`config.mk`:
```
export PLATFORM = sky130hd
export DESIGN_NAME = vc_link_tx
export DESIGN_NICKNAME = d
export VERILOG_FILES = /design/src/rtl/vc_link_tx_pkg.sv /design/src/rtl/vc_link_tx_credit_counter.sv /design/src/rtl/vc_link_tx.sv
export SDC_FILE = /design/constraint.sdc
export NUM_CORES = 1
export LEC_CHECK = 0
export BUFFER_PORTS_ARGS = -buffer_cell sky130_fd_sc_hd__buf_2
export CORE_ASPECT_RATIO = 0.6
export CORE_UTILIZATION = 40
export CTS_CLUSTER_SIZE = 16
export DETAILED_ROUTE_END_ITERATION = 6
export GPL_TIMING_DRIVEN = 0
export PLACE_DENSITY = 0.71
export SYNTH_ARGS = -nofsm -noshare
export SYNTH_HDL_FRONTEND = slang
export SYNTH_SLANG_ARGS = --single-unit
```
`constraint.sdc`:
```
create_clock -name clk -period 3.2 [get_ports clk]
set_input_delay 0.64 -clock clk [delete_from_list [all_inputs] [get_ports clk]]
set_output_delay 0.64 -clock clk [all_outputs]
set_load 0.05 [all_outputs]
```
`src/rtl/vc_link_tx_pkg.sv`:
```
// vc_link_tx_pkg
//   Shared types and width helpers for the virtual-channel link transmitter.
//   flit_t       : flit carried on the link
//   credit_width : bits needed to hold a credit count in 0..size
//   id_width     : bits needed for a binary VC index in 0..n-1
package vc_link_tx_pkg;

    localparam int unsigned FLIT_W = 8;

    typedef logic [FLIT_W-1:0] flit_t;

    function automatic int unsigned credit_width(input int unsigned size);
        return (size < 1) ? 1 : $clog2(size + 1);
    endfunction

    function automatic int unsigned id_width(input int unsigned n);
        return (n < 2) ? 1 : $clog2(n);
    endfunction

endpackage

```
`src/rtl/vc_link_tx_credit_counter.sv`:
```
// vc_credit_counter
//   Credit counter for one downstream VC buffer. Loads SIZE on reset,
//   decrements on a consumed credit, increments on a returned credit and
//   holds when both happen together. A return while full saturates and
//   raises a one-cycle overflow pulse.
//   clk     in  clock
//   rst_n   in  synchronous active-low reset
//   inc_i   in  credit returned
//   dec_i   in  credit consumed
//   count_o out current credit count
//   ovf_o   out overflow pulse (combinational, same cycle as the bad return)
module vc_credit_counter
    import vc_link_tx_pkg::*;
#(
    parameter  int unsigned SIZE = 3,
    localparam int unsigned CW   = credit_width(SIZE)
) (
    input  logic          clk,
    input  logic          rst_n,
    input  logic          inc_i,
    input  logic          dec_i,
    output logic [CW-1:0] count_o,
    output logic          ovf_o
);

    localparam logic [CW-1:0] FULL = CW'(SIZE);

    logic [CW-1:0] count_q;
    logic [CW-1:0] count_d;

    always_comb begin
        count_d = count_q;
        ovf_o   = 1'b0;
        if (inc_i && !dec_i) begin
            if (count_q == FULL) begin
                ovf_o = 1'b1;
            end else begin
                count_d = count_q + CW'(1);
            end
        end else if (dec_i && !inc_i) begin
            count_d = count_q - CW'(1);
        end
    end

    always_ff @(posedge clk) begin
        if (!rst_n) begin
            count_q <= FULL;
        end else begin
            count_q <= count_d;
        end
    end

    assign count_o = count_q;

endmodule

```
`src/rtl/vc_link_tx.sv`:
```
// vc_link_tx
//   Credit-based virtual-channel link transmitter. Accepts one flit per cycle
//   when its target VC has a credit and, for head flits, the VC is not owned
//   by an open packet. Tracks per-VC credits and ownership, forwards accepted
//   flits onto the link and keeps sticky error flags.
//   Build option: define VC_LINK_TX_OUTPUT_REG_EN to register the link
//   outputs (1-cycle latency); otherwise they are combinational (0-cycle).
//   clk, rst_n       : clock, synchronous active-low reset
//   in_valid/in_ready: upstream handshake; in_vc, in_head, in_tail, in_data
//   credit_in        : per-VC credit return (downstream pop)
//   link_push/link_vc_id/link_data : flit toward downstream VC buffers
//   vc_credits, vc_busy            : per-VC credit count and ownership
//   err_credit_ovf, err_no_owner   : sticky error flags
module vc_link_tx
    import vc_link_tx_pkg::*;
#(
    parameter  int unsigned N    = 4,
    parameter  int unsigned SIZE = 3,
    parameter  type         fifo_elements_t = flit_t,
    localparam int unsigned VW   = id_width(N),
    localparam int unsigned CW   = credit_width(SIZE)
) (
    input  logic                   clk,
    input  logic                   rst_n,
    input  logic                   in_valid,
    input  logic [VW-1:0]          in_vc,
    input  logic                   in_head,
    input  logic                   in_tail,
    input  fifo_elements_t         in_data,
    output logic                   in_ready,
    input  logic [N-1:0]           credit_in,
    output logic                   link_push,
    output logic [VW-1:0]          link_vc_id,
    output fifo_elements_t         link_data,
    output logic [N-1:0][CW-1:0]   vc_credits,
    output logic [N-1:0]           vc_busy,
    output logic                   err_credit_ovf,
    output logic                   err_no_owner
);

    logic [N-1:0][CW-1:0] cnt;
    logic [N-1:0]         ovf;
    logic [N-1:0]         dec;
    logic [N-1:0]         busy_q, busy_d;
    logic                 err_ovf_q, err_ovf_d;
    logic                 err_own_q, err_own_d;
    logic                 vc_ok;
    logic                 sel_has_credit;
    logic                 sel_busy;
    logic                 accept;

    // Guards against an in_vc beyond N-1 when N is not a power of two.
    assign vc_ok          = (32'(in_vc) < N);
    assign sel_has_credit = vc_ok && (cnt[in_vc] != '0);
    assign sel_busy       = vc_ok && busy_q[in_vc];

    // Uses registered credits only, so a same-cycle credit return does not bypass.
    assign in_ready = rst_n && sel_has_credit && !(in_head && sel_busy);
    assign accept   = in_valid && in_ready;

    for (genvar v = 0; v < N; v++) begin : g_vc
        assign dec[v] = accept && (in_vc == VW'(v));

        vc_credit_counter #(
            .SIZE (SIZE)
        ) u_cnt (
            .clk     (clk),
            .rst_n   (rst_n),
            .inc_i   (credit_in[v]),
            .dec_i   (dec[v]),
            .count_o (cnt[v]),
            .ovf_o   (ovf[v])
        );
    end

    always_comb begin
        busy_d    = busy_q;
        err_own_d = err_own_q;
        err_ovf_d = err_ovf_q | (|ovf);
        if (accept) begin
            if (!in_head && !busy_q[in_vc]) begin
                err_own_d = 1'b1;
            end
            // Tail wins over head so a single-flit packet leaves the VC free.
            if (in_tail) begin
                busy_d[in_vc] = 1'b0;
            end else if (in_head) begin
                busy_d[in_vc] = 1'b1;
            end
        end
    end

    always_ff @(posedge clk) begin
        if (!rst_n) begin
            busy_q    <= '0;
            err_ovf_q <= 1'b0;
            err_own_q <= 1'b0;
        end else begin
            busy_q    <= busy_d;
            err_ovf_q <= err_ovf_d;
            err_own_q <= err_own_d;
        end
    end

    assign vc_credits     = cnt;
    assign vc_busy        = busy_q;
    assign err_credit_ovf = err_ovf_q;
    assign err_no_owner   = err_own_q;

`ifdef VC_LINK_TX_OUTPUT_REG_EN
    logic           push_q;
    logic [VW-1:0]  vc_q;
    fifo_elements_t data_q;

    always_ff @(posedge clk) begin
        if (!rst_n) begin
            push_q <= 1'b0;
            vc_q   <= '0;
            data_q <= '0;
        end else begin
            push_q <= accept;
            vc_q   <= in_vc;
            data_q <= in_data;
        end
    end

    assign link_push  = push_q;
    assign link_vc_id = vc_q;
    assign link_data  = data_q;
`else
    assign link_push  = accept;
    assign link_vc_id = rst_n ? in_vc : '0;
    assign link_data  = in_data;
`endif

endmodule

```
==> flow_summary.json, run 1 <==
{
  "crit_path_launch_type": "input pin",
  "hold_buffers": 0,
  "most-common-layout-cells": "sky130_fd_sc_hd__buf_2, sky130_fd_sc_hd__dfxtp_1, sky130_fd_sc_hd__nor2_1, sky130_fd_sc_hd__a21oi_1, sky130_fd_sc_hd__buf_4",
  "netlist.area_leader.share": 0.284,
  "detailedRoute.firstPassIterationCount": 4,
  "drt-wirelength-per-cell_um": 13.9,
  "cts.sink_count": 14,
  "final.setup.worst_slack_ns": 0.283,
  "pwr_density_cell_mw_per_mm2": 362,
  "gpl.final_weighted_congestion": 0.803,
  "synth_top_area_cell": "sky130_fd_sc_hd__dfxtp_1",
  "floorplan.core_area_mm2": 0.00224,
  "place_worst_setup_slack_ns": 0.300,
  "grt.overflow.total": 0,
  "first_pass_grt_wire_length_mm": 4.22,
  "global_route.usage.met2": 0.314,
  "boundaryPins": 45,
  "yosys_most_used_dff": "sky130_fd_sc_hd__dfxtp_1",
  "clk_transition_reported_paths_ns": 0.06,
  "final_util": 0.550,
  "timing.final.hold_violations": 0,
  "syn_nets": 142,
  "count_of_fill_cells_added_during_filler_insertion": 217,
  "horizontal_die_dimension_um": 66.1,
  "setup_repair_after_global_routing_missed_its_margin": "false",
  "netlist-cell-type-count": 46,
  "post_drt_via_cell_ratio": 5.62,
  "vias": 1067,
  "max_ir_drop_vdd_mv": 0.283,
  "min_hold_slack_ns": 0.484,
  "gr_layer_usage_met3": 0.0710,
  "layout.cells.most_common": "sky130_fd_sc_hd__buf_2",
  "cp_data_arrival_time_ns": 2.28,
  "finalSetupViolCount": 0,
  "grt_pass1_vias": 853,
  "finalMaxSlewViolations": 0,
  "status": "completed",
  "grt_start_max_net_pins": 11,
  "fin_area_mm2": 0.00123,
  "grt_antenna_before_repair": 0,
  "ys_ff_latch": 14,
  "clk_latency_ns": 0.24,
  "tritoncts_clock_tree": "done",
  "ys.warnings.count": 0,
  "syn-instance-count": 123,
  "synth_area_per_cell_um2": 8.02,
  "crit_path_max_fanout": 10,
  "drive_above_1_share": 0.344,
  "ys_async_sr_fraction": 0,
  "drt.antenna.violating_nets": 0,
  "critical_path.slowest_cell": "sky130_fd_sc_hd__mux4_2",
  "fin_nets": 181,
  "worst-setup-path-type": "input pin to output port",
  "power.total_mw": 0.447,
  "dp_hpwl_mm": 1.98,
  "grt.busiest_layer": "met1",
  "proportion_of_synthesized_chip_area_in_sequential_cells": 0.284,
  "hold_path_class": "register to register",
  "post_cts_setup_repair_bufs": 0,
  "drv_cap": 0,
  "core.rowCount": 13,
  "post_synthesis_to_final_layout_area_growth_pct": 25.3,
  "remaining_drc_errors": 0,
  "cp_slowest_stage_delay_ns": 0.38,
  "synth_edf_count": 0,
  "cts_repair_resize_count": 0,
  "postPlaceCellArea_mm2": 0.00119,
  "slew-limit-headroom": 0.460,
  "grt.met1_usage": 0.323,
  "clock_path_buffers": 2,
  "drt_first_iter_violations": 75,
  "crit_top_cell": "sky130_fd_sc_hd__buf_2",
  "port_buffers": 34,
  "die_height_um": 40.5,
  "gr-usage-all-layers": 0.220,
  "sum_of_negative_setup_slack_ns": 0,
  "cts-root-buf": "sky130_fd_sc_hd__clkbuf_8",
  "critical_path.cell_chain": "buf_2 -> clkbuf_1 -> mux4_2 -> a311o_1 -> nor2_1 -> buf_2",
  "max_freq_mhz": 343,
  "tcrit_tclk_final": 0.912,
  "max_slew.worst_pin.slew_ns": 0.803,
  "worst_clock_skew_ns": 0.00121,
  "final_cells": 190,
  "worst_ep_required_ns": 2.56,
  "place_inst": 187,
  "tritoncts.num_buffers": 3,
  "htree_levels": 1,
  "die_footprint_mm2": 0.00267,
  "synthTopCellsByArea": "sky130_fd_sc_hd__dfxtp_1, sky130_fd_sc_hd__buf_4, sky130_fd_sc_hd__a21oi_1",
  "drt_wl_total_mm": 2.64,
  "n_antenna_cell": 0,
  "cp-end-kind": "output port",
  "synth_area_um2": 986,
  "initial_cell_density_of_the_core": 0.439,
  "post-route-min-period_ns": 2.92,
  "p_leak_nw": 0.502
}
critical path: cells and delay by family:
| family | cells | cell delay, ns |
|---|---|---|
| AND/OR/NAND/NOR | 1 | 0.13 |
| buffers and inverters | 3 | 0.75 |
| multiplexers | 1 | 0.38 |
| AO/OA/AOI/OAI | 1 | 0.38 |
Yosys cell counts, types with 2 or more instances:
library cell,instances
sky130_fd_sc_hd__nand4b_1,3
sky130_fd_sc_hd__nand2_1,6
sky130_fd_sc_hd__buf_4,9
sky130_fd_sc_hd__inv_1,4
sky130_fd_sc_hd__o21ai_0,6
sky130_fd_sc_hd__mux2_2,2
sky130_fd_sc_hd__dfxtp_1,14
sky130_fd_sc_hd__nor2_1,12
sky130_fd_sc_hd__a211oi_1,5
sky130_fd_sc_hd__nand3_1,2
sky130_fd_sc_hd__nor2b_1,2
sky130_fd_sc_hd__a21oi_1,10
sky130_fd_sc_hd__clkbuf_1,3
sky130_fd_sc_hd__and2_1,3
sky130_fd_sc_hd__nand4_1,3
sky130_fd_sc_hd__xor2_1,2
sky130_fd_sc_hd__and3_1,3
sky130_fd_sc_hd__o2bb2ai_1,3
sky130_fd_sc_hd__nor3_1,2
sky130_fd_sc_hd__or3_1,2
sky130_fd_sc_hd__a32oi_1,2
power by group:
| group | total [mW] | internal (mW) | switching [mW] |
|---|---|---|---|
| combinational | 0.118 | 0.0354 | 0.0822 |
| sequential | 0.183 | 0.179 | 0.00452 |
| clock | 0.146 | 0.0833 | 0.0629 |
layout make-up:
class | count | area [um2] | share of cell area
timing repair buffer | 34 | 170 | 0.138
buffer | 13 | 83.8 | 0.0679
sequential | 14 | 280 | 0.227
clock buffer | 3 | 41.3 | 0.0334
multi-input combinational | 90 | 599 | 0.485
tap | 30 | 37.5 | 0.0304
inverter | 6 | 22.5 | 0.0182
kinds of logic after synthesis:
group                  count (synthesis)  share of synthesized area
XOR/XNOR                               3                     0.0267
buffers and inverters                 19                      0.108
AND/OR/NAND/NOR                       45                      0.247
AO/OA/AOI/OAI                         38                      0.278
multiplexers                           4                     0.0558
flip-flops                            14                      0.284
routing by layer:
metal,vias up,part of all wire
li1,536,-
met1,475,0.52
met2,54,0.38
met3,2,0.10
met4,0,0.0045
met5,-,0
final timing paths:
| kind | startpoint | to | slack (ns) | cells after the start |
|---|---|---|---|---|
| min reg2reg | err_no_owner | err_no_owner | 0.48 | 2 |
| max reg2reg | g_vc[3].u_cnt.count_o[0] | err_no_owner | 1.34 | 4 |
| min | err_no_owner | err_no_owner | 0.48 | 2 |
| max | in_vc[0] | link_push | 0.28 | 6 |
No activity file was read; power rests on OpenSTA's default activity.
==> inputs of run 2 (changes only) <==
--- a/config.mk
+++ b/config.mk
@@ -7,11 +7,11 @@
 export LEC_CHECK = 0
 export BUFFER_PORTS_ARGS = -buffer_cell sky130_fd_sc_hd__buf_2
 export CORE_ASPECT_RATIO = 0.6
-export CORE_UTILIZATION = 40
+export CORE_UTILIZATION = 45
 export CTS_CLUSTER_SIZE = 16
 export DETAILED_ROUTE_END_ITERATION = 6
 export GPL_TIMING_DRIVEN = 0
-export PLACE_DENSITY = 0.71
+export PLACE_DENSITY = 0.78
 export SYNTH_ARGS = -nofsm -noshare
 export SYNTH_HDL_FRONTEND = slang
 export SYNTH_SLANG_ARGS = --single-unit
==> flow_summary.json, run 2 (synthesized netlist as in run 1, its figures left out) <==
{
  "max_freq_mhz": 347,
  "dp_hpwl_mm": 2.08,
  "detailed_route_wirelength_on_metal3_um": 233,
  "metal_1_wl_mm": 1.27,
  "core.rowCount": 12,
  "most-common-layout-cells": "sky130_fd_sc_hd__buf_2, sky130_fd_sc_hd__dfxtp_1, sky130_fd_sc_hd__nor2_1, sky130_fd_sc_hd__a21oi_1, sky130_fd_sc_hd__buf_4",
  "worst-setup-path-type": "input pin to output port",
  "post-route-min-period_ns": 2.88,
  "drv_cap": 0,
  "grt_pass1_vias": 910,
  "power.total_mw": 0.405,
  "vias": 1087,
  "highest_layer": "met4",
  "worst_ep_required_ns": 2.56,
  "port_buffers": 34,
  "layout.cells.most_common": "sky130_fd_sc_hd__buf_2",
  "gpl.final_weighted_congestion": 0.814,
  "finalSetupViolCount": 0,
  "cts.sink_count": 14,
  "boundaryPins": 45,
  "n_antenna_cell": 0,
  "crit_path_launch_type": "input pin",
  "slew-limit-headroom": 0.516,
  "drt_wl_total_mm": 2.70,
  "first_pass_grt_wire_length_mm": 4.18,
  "grt.overflow.total": 0,
  "fin_nets": 181,
  "die_footprint_mm2": 0.00239,
  "gr-usage-all-layers": 0.239,
  "cp-end-kind": "output port",
  "hold_buffers": 0,
  "fin_area_mm2": 0.00121,
  "max_slew.worst_pin.slew_ns": 0.719,
  "status": "completed",
  "floorplan.core_area_mm2": 0.00195,
  "place_worst_setup_slack_ns": 0.332,
  "drt.antenna.violating_nets": 0,
  "tritoncts.num_buffers": 3,
  "final.setup.worst_slack_ns": 0.316,
  "sum_of_negative_setup_slack_ns": 0,
  "tcrit_tclk_final": 0.901,
  "drt-wirelength-per-cell_um": 14.3,
  "count_of_fill_cells_added_during_filler_insertion": 186,
  "detailedRoute.firstPassIterationCount": 4,
  "post_drt_via_cell_ratio": 5.78,
  "initial_cell_density_of_the_core": 0.505,
  "hold_path_class": "register to register",
  "clk_latency_ns": 0.29,
  "clk_transition_reported_paths_ns": 0.08,
  "grt_antenna_before_repair": 0,
  "drt_first_iter_violations": 156,
  "cts_repair_resize_count": 0,
  "finalMaxSlewViolations": 0,
  "pwr_density_cell_mw_per_mm2": 333,
  "die_height_um": 38.3,
  "dr_wl_met2_mm": 1.18,
  "worst_clock_skew_ns": 0.00784,
  "post_synthesis_to_final_layout_area_growth_pct": 23.1,
  "cp_data_arrival_time_ns": 2.24,
  "htree_levels": 1,
  "postPlaceCellArea_mm2": 0.00119,
  "setup_repair_after_global_routing_missed_its_margin": "false",
  "clock_path_buffers": 2,
  "post_cts_setup_repair_bufs": 0,
  "remaining_drc_errors": 0,
  "tritoncts_clock_tree": "done",
  "timing.final.hold_violations": 0,
  "crit_path_max_fanout": 10,
  "horizontal_die_dimension_um": 62.4,
  "drive_above_1_share": 0.344,
  "cts-root-buf": "sky130_fd_sc_hd__clkbuf_4",
  "max_ir_drop_vdd_mv": 0.206,
  "p_leak_nw": 0.494,
  "grt_start_max_net_pins": 11
}
run 2: cell count changes in the layout (fill, tap and decap cells not counted):
cell | before | now
sky130_fd_sc_hd__clkbuf_4 | 0 | 3
sky130_fd_sc_hd__clkbuf_8 | 3 | 0
run 2: cell type report:
cell class                      instances  area [um2]  area share
Timing Repair Buffer                   34         170       0.140
Tap cell                               28        35.0      0.0289
Multi-Input combinational cell         90         599       0.494
Sequential cell                        14         280       0.231
Clock buffer                            3        22.5      0.0186
Inverter                                6        22.5      0.0186
Buffer                                 13        83.8      0.0691
run 2: layer usage:
metal / vias up / track usage
li1: 531 / -
met1: 493 / 0.295
met2: 59 / 0.383
met3: 4 / 0.0952
met4: 0 / 0.0872
met5: - / 0
run 2: metrics by stage:
| stage | std cells | hold WS [ns] | utilization |
|---|---|---|---|
| 2_1_floorplan | 123 | 0.697 | - |
| 3_3_place_gp | 185 | 0.433 | 0.610 |
| 3_5_place_dp | 185 | 0.456 | 0.610 |
| 4_1_cts | 188 | 0.479 | 0.622 |
| 5_1_grt | 188 | 0.517 | 0.622 |
| 6_report | 188 | 0.469 | 0.622 |
run 2: path summary, 6_finish.rpt:
| path | from | slack [ns] | end | cells after the start |
|---|---|---|---|---|
| min reg2reg | err_no_owner | 0.47 | err_no_owner | 2 |
| max | in_vc[0] | 0.32 | link_push | 6 |
| max reg2reg | g_vc[1].u_cnt.count_o[0] | 1.35 | err_no_owner | 4 |
| min | err_no_owner | 0.47 | err_no_owner | 2 |
run 2: report_power, final:
group | switching (mW) | leakage (nW) | internal, mW
Sequential | 0.00466 | 0.114 | 0.179
Clock | 0.0594 | 0.0138 | 0.0438
Combinational | 0.0826 | 0.367 | 0.0355
Total | 0.147 | 0.494 | 0.258
run 2: worst max-delay path, cell delays in order:
cell and delay [ns]:
sky130_fd_sc_hd__buf_2 0.12, sky130_fd_sc_hd__clkbuf_1 0.33, sky130_fd_sc_hd__mux4_2 0.38, sky130_fd_sc_hd__a311o_1 0.38
sky130_fd_sc_hd__nor2_1 0.12, sky130_fd_sc_hd__buf_2 0.27
